==> config.mk <==
export PLATFORM = sky130hd
export DESIGN_NAME = ram_arbiter_2p
export DESIGN_NICKNAME = d
export VERILOG_FILES = /design/src/rtl/ram_arbiter_2p.sv
export SDC_FILE = /design/constraint.sdc
export NUM_CORES = 1
export LEC_CHECK = 0
export BUFFER_PORTS_ARGS = -buffer_cell sky130_fd_sc_hd__buf_2
export CORE_ASPECT_RATIO = 1.4
export CORE_MARGIN = 4
export CORE_UTILIZATION = 47
export CTS_CLUSTER_DIAMETER = 50
export DETAILED_ROUTE_END_ITERATION = 10
export PLACE_DENSITY = 0.82
export SYNTH_ARGS = -nofsm -noshare
export SYNTH_HDL_FRONTEND = slang
export SYNTH_SLANG_ARGS = --single-unit
==> constraint.sdc <==
create_clock -name clk -period 1.8 [get_ports clk]
set_input_delay 0 -clock clk [delete_from_list [all_inputs] [get_ports clk]]
set_output_delay 0 -clock clk [all_outputs]
set_load 0.005 [all_outputs]
==> src/rtl/ram_arbiter_2p.sv <==
// ram_arbiter_2p: round-robin sharing of one synchronous SRAM between two
// single-word read/write requesters. All outputs are registered.
module ram_arbiter_2p #(
    parameter int AW = 4,
    parameter int DW = 8
) (
    input  logic          clk,
    input  logic          rst,
    input  logic          req0,
    input  logic          we0,
    input  logic [AW-1:0] addr0,
    input  logic [DW-1:0] wdata0,
    output logic          gnt0,
    output logic          rvalid0,
    input  logic          req1,
    input  logic          we1,
    input  logic [AW-1:0] addr1,
    input  logic [DW-1:0] wdata1,
    output logic          gnt1,
    output logic          rvalid1,
    output logic [DW-1:0] rdata,
    output logic          busy,
    output logic          ram_cs,
    output logic          ram_we,
    output logic [AW-1:0] ram_addr,
    output logic [DW-1:0] ram_din,
    input  logic [DW-1:0] ram_dout
);

    typedef enum logic [1:0] {
        IDLE   = 2'd0,
        ACCESS = 2'd1,
        RESP   = 2'd2
    } state_t;

    state_t        r_state;
    state_t        w_state_nxt;
    logic          r_last;
    logic          r_owner;
    logic          w_last_nxt;
    logic          w_owner_nxt;
    logic          w_any;
    logic          w_win;

    logic          r_gnt0;
    logic          r_gnt1;
    logic          r_rvalid0;
    logic          r_rvalid1;
    logic [DW-1:0] r_rdata;
    logic          r_busy;
    logic          r_ram_cs;
    logic          r_ram_we;
    logic [AW-1:0] r_ram_addr;
    logic [DW-1:0] r_ram_din;

    logic          w_gnt0;
    logic          w_gnt1;
    logic          w_rvalid0;
    logic          w_rvalid1;
    logic [DW-1:0] w_rdata;
    logic          w_busy;
    logic          w_ram_cs;
    logic          w_ram_we;
    logic [AW-1:0] w_ram_addr;
    logic [DW-1:0] w_ram_din;

    // A lone requester wins outright; on contention the one not served last wins.
    assign w_any = req0 | req1;
    assign w_win = (req0 & req1) ? ~r_last : req1;

    // State register: FSM state, arbitration history and all registered outputs.
    always_ff @(posedge clk) begin
        if (rst) begin
            r_state    <= IDLE;
            r_last     <= 1'b1;
            r_owner    <= 1'b0;
            r_gnt0     <= 1'b0;
            r_gnt1     <= 1'b0;
            r_rvalid0  <= 1'b0;
            r_rvalid1  <= 1'b0;
            r_rdata    <= '0;
            r_busy     <= 1'b0;
            r_ram_cs   <= 1'b0;
            r_ram_we   <= 1'b0;
            r_ram_addr <= '0;
            r_ram_din  <= '0;
        end else begin
            r_state    <= w_state_nxt;
            r_last     <= w_last_nxt;
            r_owner    <= w_owner_nxt;
            r_gnt0     <= w_gnt0;
            r_gnt1     <= w_gnt1;
            r_rvalid0  <= w_rvalid0;
            r_rvalid1  <= w_rvalid1;
            r_rdata    <= w_rdata;
            r_busy     <= w_busy;
            r_ram_cs   <= w_ram_cs;
            r_ram_we   <= w_ram_we;
            r_ram_addr <= w_ram_addr;
            r_ram_din  <= w_ram_din;
        end
    end

    // Next-state logic: accept in IDLE, writes finish in ACCESS, reads add RESP.
    always_comb begin
        w_state_nxt = r_state;
        w_last_nxt  = r_last;
        w_owner_nxt = r_owner;
        case (r_state)
            IDLE: begin
                if (w_any) begin
                    w_state_nxt = ACCESS;
                    w_last_nxt  = w_win;
                    w_owner_nxt = w_win;
                end
            end
            // r_ram_we still holds the accepted command type during ACCESS.
            ACCESS:  w_state_nxt = r_ram_we ? IDLE : RESP;
            RESP:    w_state_nxt = IDLE;
            default: w_state_nxt = IDLE;
        endcase
    end

    // Output logic: next values for the registered SRAM pins, grants and read return.
    always_comb begin
        w_gnt0     = 1'b0;
        w_gnt1     = 1'b0;
        w_rvalid0  = 1'b0;
        w_rvalid1  = 1'b0;
        w_rdata    = r_rdata;
        w_ram_cs   = 1'b0;
        w_ram_we   = 1'b0;
        w_ram_addr = r_ram_addr;
        w_ram_din  = r_ram_din;
        w_busy     = (w_state_nxt != IDLE);
        case (r_state)
            IDLE: begin
                if (w_any) begin
                    w_ram_cs   = 1'b1;
                    w_ram_we   = w_win ? we1    : we0;
                    w_ram_addr = w_win ? addr1  : addr0;
                    w_ram_din  = w_win ? wdata1 : wdata0;
                    w_gnt0     = ~w_win;
                    w_gnt1     = w_win;
                end
            end
            // SRAM read data is only valid at this edge; capture it now.
            RESP: begin
                w_rdata   = ram_dout;
                w_rvalid0 = ~r_owner;
                w_rvalid1 = r_owner;
            end
            default: ;
        endcase
    end

    assign gnt0     = r_gnt0;
    assign gnt1     = r_gnt1;
    assign rvalid0  = r_rvalid0;
    assign rvalid1  = r_rvalid1;
    assign rdata    = r_rdata;
    assign busy     = r_busy;
    assign ram_cs   = r_ram_cs;
    assign ram_we   = r_ram_we;
    assign ram_addr = r_ram_addr;
    assign ram_din  = r_ram_din;

endmodule

-- Word-level counts from Yosys, hierarchy flattened
Index checks and enable logic that the tools add are counted.
- output and inout port bits: 27
- register bits after elaboration: 31
- bits of input ports: 38
- logic and storage cells: 37
- multiplexer cells: 8
- equal/unequal tests: 2
- bitwise operators: 8
- reduce and logical (&&, ||, !) cells: 6
- operators with widths (cell ; number):
    $mux W8 ; 1
    $not A1 Y1 ; 6
    $mux W2 ; 2
    $mux W4 ; 1
    $pmux W2 S2 ; 1
    $reduce_or A2 Y1 ; 2
    $mux W1 ; 3
    $reduce_or A3 Y1 ; 1
    $eq A2 B1 Y1 const B ; 1
    $eq A2 B2 Y1 const B ; 1
    $logic_not A2 Y1 ; 1
    $reduce_and A2 Y1 ; 1
    $reduce_bool A2 Y1 ; 1
    $and A1 B1 Y1 ; 1
    $or A1 B1 Y1 ; 1

-- Depth between registers and ports, before layout
- depth in word-level cells: 4
- mapped depth: 4
- mapped depth without buffers: 3

-- Worst setup path before layout
No wires, ideal clock.
- kind: flip-flop to flip-flop
- start point: reg r_state[0]
- end point: reg r_ram_addr[0] (netlist: ram_addr[0])
- cell stages (with the launch flop): 5
- setup slack: 0.622 ns
- arrival time: 1.037 ns
- clock period less this slack: 1.178 ns
- buffers on the path: 1
- setup time: 0.141 ns
- data required time: 1.659 ns
- path through: dfxtp_1 > or2_2 > nor2_2 > buf_6 > a311oi_2
- longest elaborated chain between the ends: 2
- ends and longest elaborated chain (what ; RTL line ; text):
    from (decl) ; 36 ; state_t r_state;
    from (signal assigned) ; 88 ; r_state <= w_state_nxt;
    $logic_not A2 Y1 ; 136 ; case (r_state)
    $reduce_and A2 Y1 (no source line) ; - ;
    to (signal assigned) ; 99 ; r_ram_addr <= w_ram_addr;
    to (decl) ; 53 ; logic [AW-1:0] r_ram_addr;
No other way between the ends.
A chain may end at the register's enable or synchronous reset.

-- Worst setup path after layout
Same ends and word-level chain as after synthesis.

==> flow_summary_export.csv <==
group,metric,value,unit
floorplan,io_pins,65,
clocking,cts_buffers,5,
clocking,root_buffer,"clkbuf_4",
global_routing,grtUsageTotal,23.9,%
routing,vias_per_cell,5.18,
sta,fin_setup_tns,0,ns
finish,drive_above_1_share,37.3,%
status,outcome,"completed",
sta,fmax,696,MHz
routing,dr.first_iter.drc_count,19,
routing,detail-route-antenna-nets,0,
worst_setup_path,cp_max_fo,11,
power_and_ir_drop,p_per_area,787,nW/um^2
power_and_ir_drop,leakage,0.896,nW
global_routing,grt_overflow,0,
synthesis,syn_area,1270,um^2
floorplan,die_w,52.0,um
floorplan,die-area,3620,um^2
sta,worst_pin_slew,0.616,ns
routing,vias,1415,
clocking,cts.path.max_buffers,2,
sta,finalClockSkew,0.0115,ns
synthesis,ys_types,25,
worst_setup_path,crit_arrival,1.67,ns
run,maxCapViolations,0,
synthesis,synth-edff-count,0,
global_routing,grt_max_degree,32,
worst_setup_path,slowest_delay,0.38,ns
synthesis,synth_nets,178,
sta,setup_viol,0,
finish,fin_util,75.4,%
routing,drc,0,
clocking,numClockSinks,31,
floorplan,rows,22,
power_and_ir_drop,ir_drop,0.661,mV
synthesis,async_flop_share,0,%
floorplan,start_util,48.7,%
synthesis,synth_common_cells,"nand2_1 (43), dfxtp_1 (31), a21oi_1 (21)",
worst_setup_path,crit_chain,"nor2_2, buf_4, a21oi_1, a311oi_2",
clocking,cts_resized,0,
worst_setup_path,crit_required,2.03,ns
worst_hold_path,min_path_type,"in2reg",
finish,area_growth,54.8,%
finish,multi_input_area,582,um^2
synthesis,ys_seq_area_share,48.7,%
floorplan,core,2620,um^2
routing,wl_per_cell,14.8,um
worst_setup_path,cp-end-kind,"flip-flop",
synthesis,synth_cells,140,
finish,fill_cells,179,
synthesis,synth_flop_cell,"dfxtp_1",
floorplan,die_y,69.6,um
synthesis,syn-mean-instance-area,9.10,um^2
placed_design,hpwl,2230,um
worst_setup_path,startpoint_type,"flip-flop",
synthesis,yosysTopAreaCellShare,48.7,%
sta,drv_slew,0,
routing,drtPass1Iterations,4,
synthesis,synth.most_common_cell,"nand2_1",
sta,hold_viol,0,
global_routing,antenna_found_initial,0,
clocking,post_cts_buffers,0,
synthesis,synth-seq-cells,31,
worst_setup_path,worstSetupPathType,"reg2reg",
global_routing,grt_pass1_wl,6440,um
clocking,clkLatencyLatePin,0.34,ns
sta,rsz0062_at_grt,"no",
routing,wl,4040,um
clocking,htree_levels,2,
sta,min_period,1.44,ns
clocking,cts_tree,"done",
finish,nets,274,
global_routing,grt_pass1_vias,1462,
clocking,clk_pin_slew,0.10,ns
finish,seqCellArea,621,um^2
synthesis,yosys-top-cells-area,"dfxtp_1 (49%), nand2_1 (13%), a311oi_2 (9.4%)",
sta,min_period_over_period,79.8,%
placed_design,io_buffers,64,
synthesis,synth_top_area_cell,"dfxtp_1",
placed_design,gp_congestion,0.700,
worst_setup_path,cpMaxStageDelayCell,"nor2_2",
sta,max_slew_margin,58.9,%
synthesis,yosysWarningCount,0,
cell families (layout without fill, tap and decap cells):
group	Yosys count	after routing	synth area share, %
simple gates	60	60	20.5
compound gates	39	39	25.1
flops	31	31	48.7
buf+inv	10	106	5.60
other cells	0	1	0
flip-flops by register name, summed over array words and instances, names as in the netlist, 2 cells and up:
signal / flops
r_state: 2
ram_addr: 4
ram_din: 8
rdata: 8
power by group:
group          internal [mW]  total [mW]  switching, mW
Combinational          0.184       0.363          0.179
Sequential             0.743       0.774         0.0315
Clock                  0.181       0.414          0.234
Total                   1.11        1.55          0.444
layout make-up:
class | instances | area share [%]
clock inverter | 1 | 0.254
sequential | 31 | 31.5
tap | 36 | 2.28
timing repair buffer | 99 | 33.8
clock buffer | 6 | 2.60
antenna | 1 | 0.127
multi-input combinational | 99 | 29.5
critical path: cells and delay by family (launching register included):
| family | cells | cell delay, ns |
|---|---|---|
| buffers and inverters | 1 | 0.23 |
| and+or+nand+nor | 1 | 0.38 |
| AOI/OAI and AO/OA | 2 | 0.39 |
| DFF | 1 | 0.35 |
metal layers:
layer | vias up | global-route usage (%) | wire length (um)
li1 | 681 | - | -
met1 | 645 | 22.8 | 1380
met2 | 71 | 42.0 | 2170
met3 | 18 | 9.89 | 357
met4 | 0 | 12.0 | 137
met5 | - | 0 | 0
final timing paths:
kind | start | end | slack [ns] | cells past startpoint
max | r_state[0]$_SDFF_PP0_ | ram_addr[0]$_SDFFE_PP0P_ | 0.36 | 4
min | req0 | r_last$_SDFFE_PP1P_ | 0.03 | 3
max reg2reg | r_state[0]$_SDFF_PP0_ | ram_addr[0]$_SDFFE_PP0P_ | 0.36 | 4
min reg2reg | ram_we$_SDFF_PP0_ | r_state[1]$_SDFF_PP0_ | 0.45 | 1
repair_timing:
item,4_1_cts,5_1_grt
setup endpoints to repair,0,0
hold buffers,33,0
hold endpoints to repair,21,0
layout by cell type, fill, tap and decap left out:
cell and n:
a21bo_2 1, a21boi_4 1, a21oi_1 21, a221o_1 1
a2bb2oi_1 1, a311oi_1 4, a311oi_2 8, buf_2 64
buf_4 2, clkbuf_4 5, clkbuf_8 1, clkinv_2 1
dfxtp_1 31, diode_2 1, dlygate4sd3_1 33, nand2_1 43
nand2_2 1, nand2b_1 1, nor2_1 3, nor2_2 2
nor2b_1 2, nor3_1 4, nor3b_1 1, nor4b_1 1
o21ai_0 1, o21bai_1 1, or2_2 1, or2_4 1
per-stage QoR:
stage               total power [mW]  instance area [um^2]  setup WS (ns)  hold WS (ns)  std cells
finish                          1.55                  1970          0.363        0.0253        273
global route                    1.63                  1970          0.318        0.0456        272
CTS                             1.54                  1970          0.433        0.0239        272
detailed placement              1.08                  1580          0.494         0.249        232
global placement                1.07                  1580          0.560         0.245        232
floorplan                      0.971                  1270          0.622        0.0858        140
(Power assumes the default switching activity.)
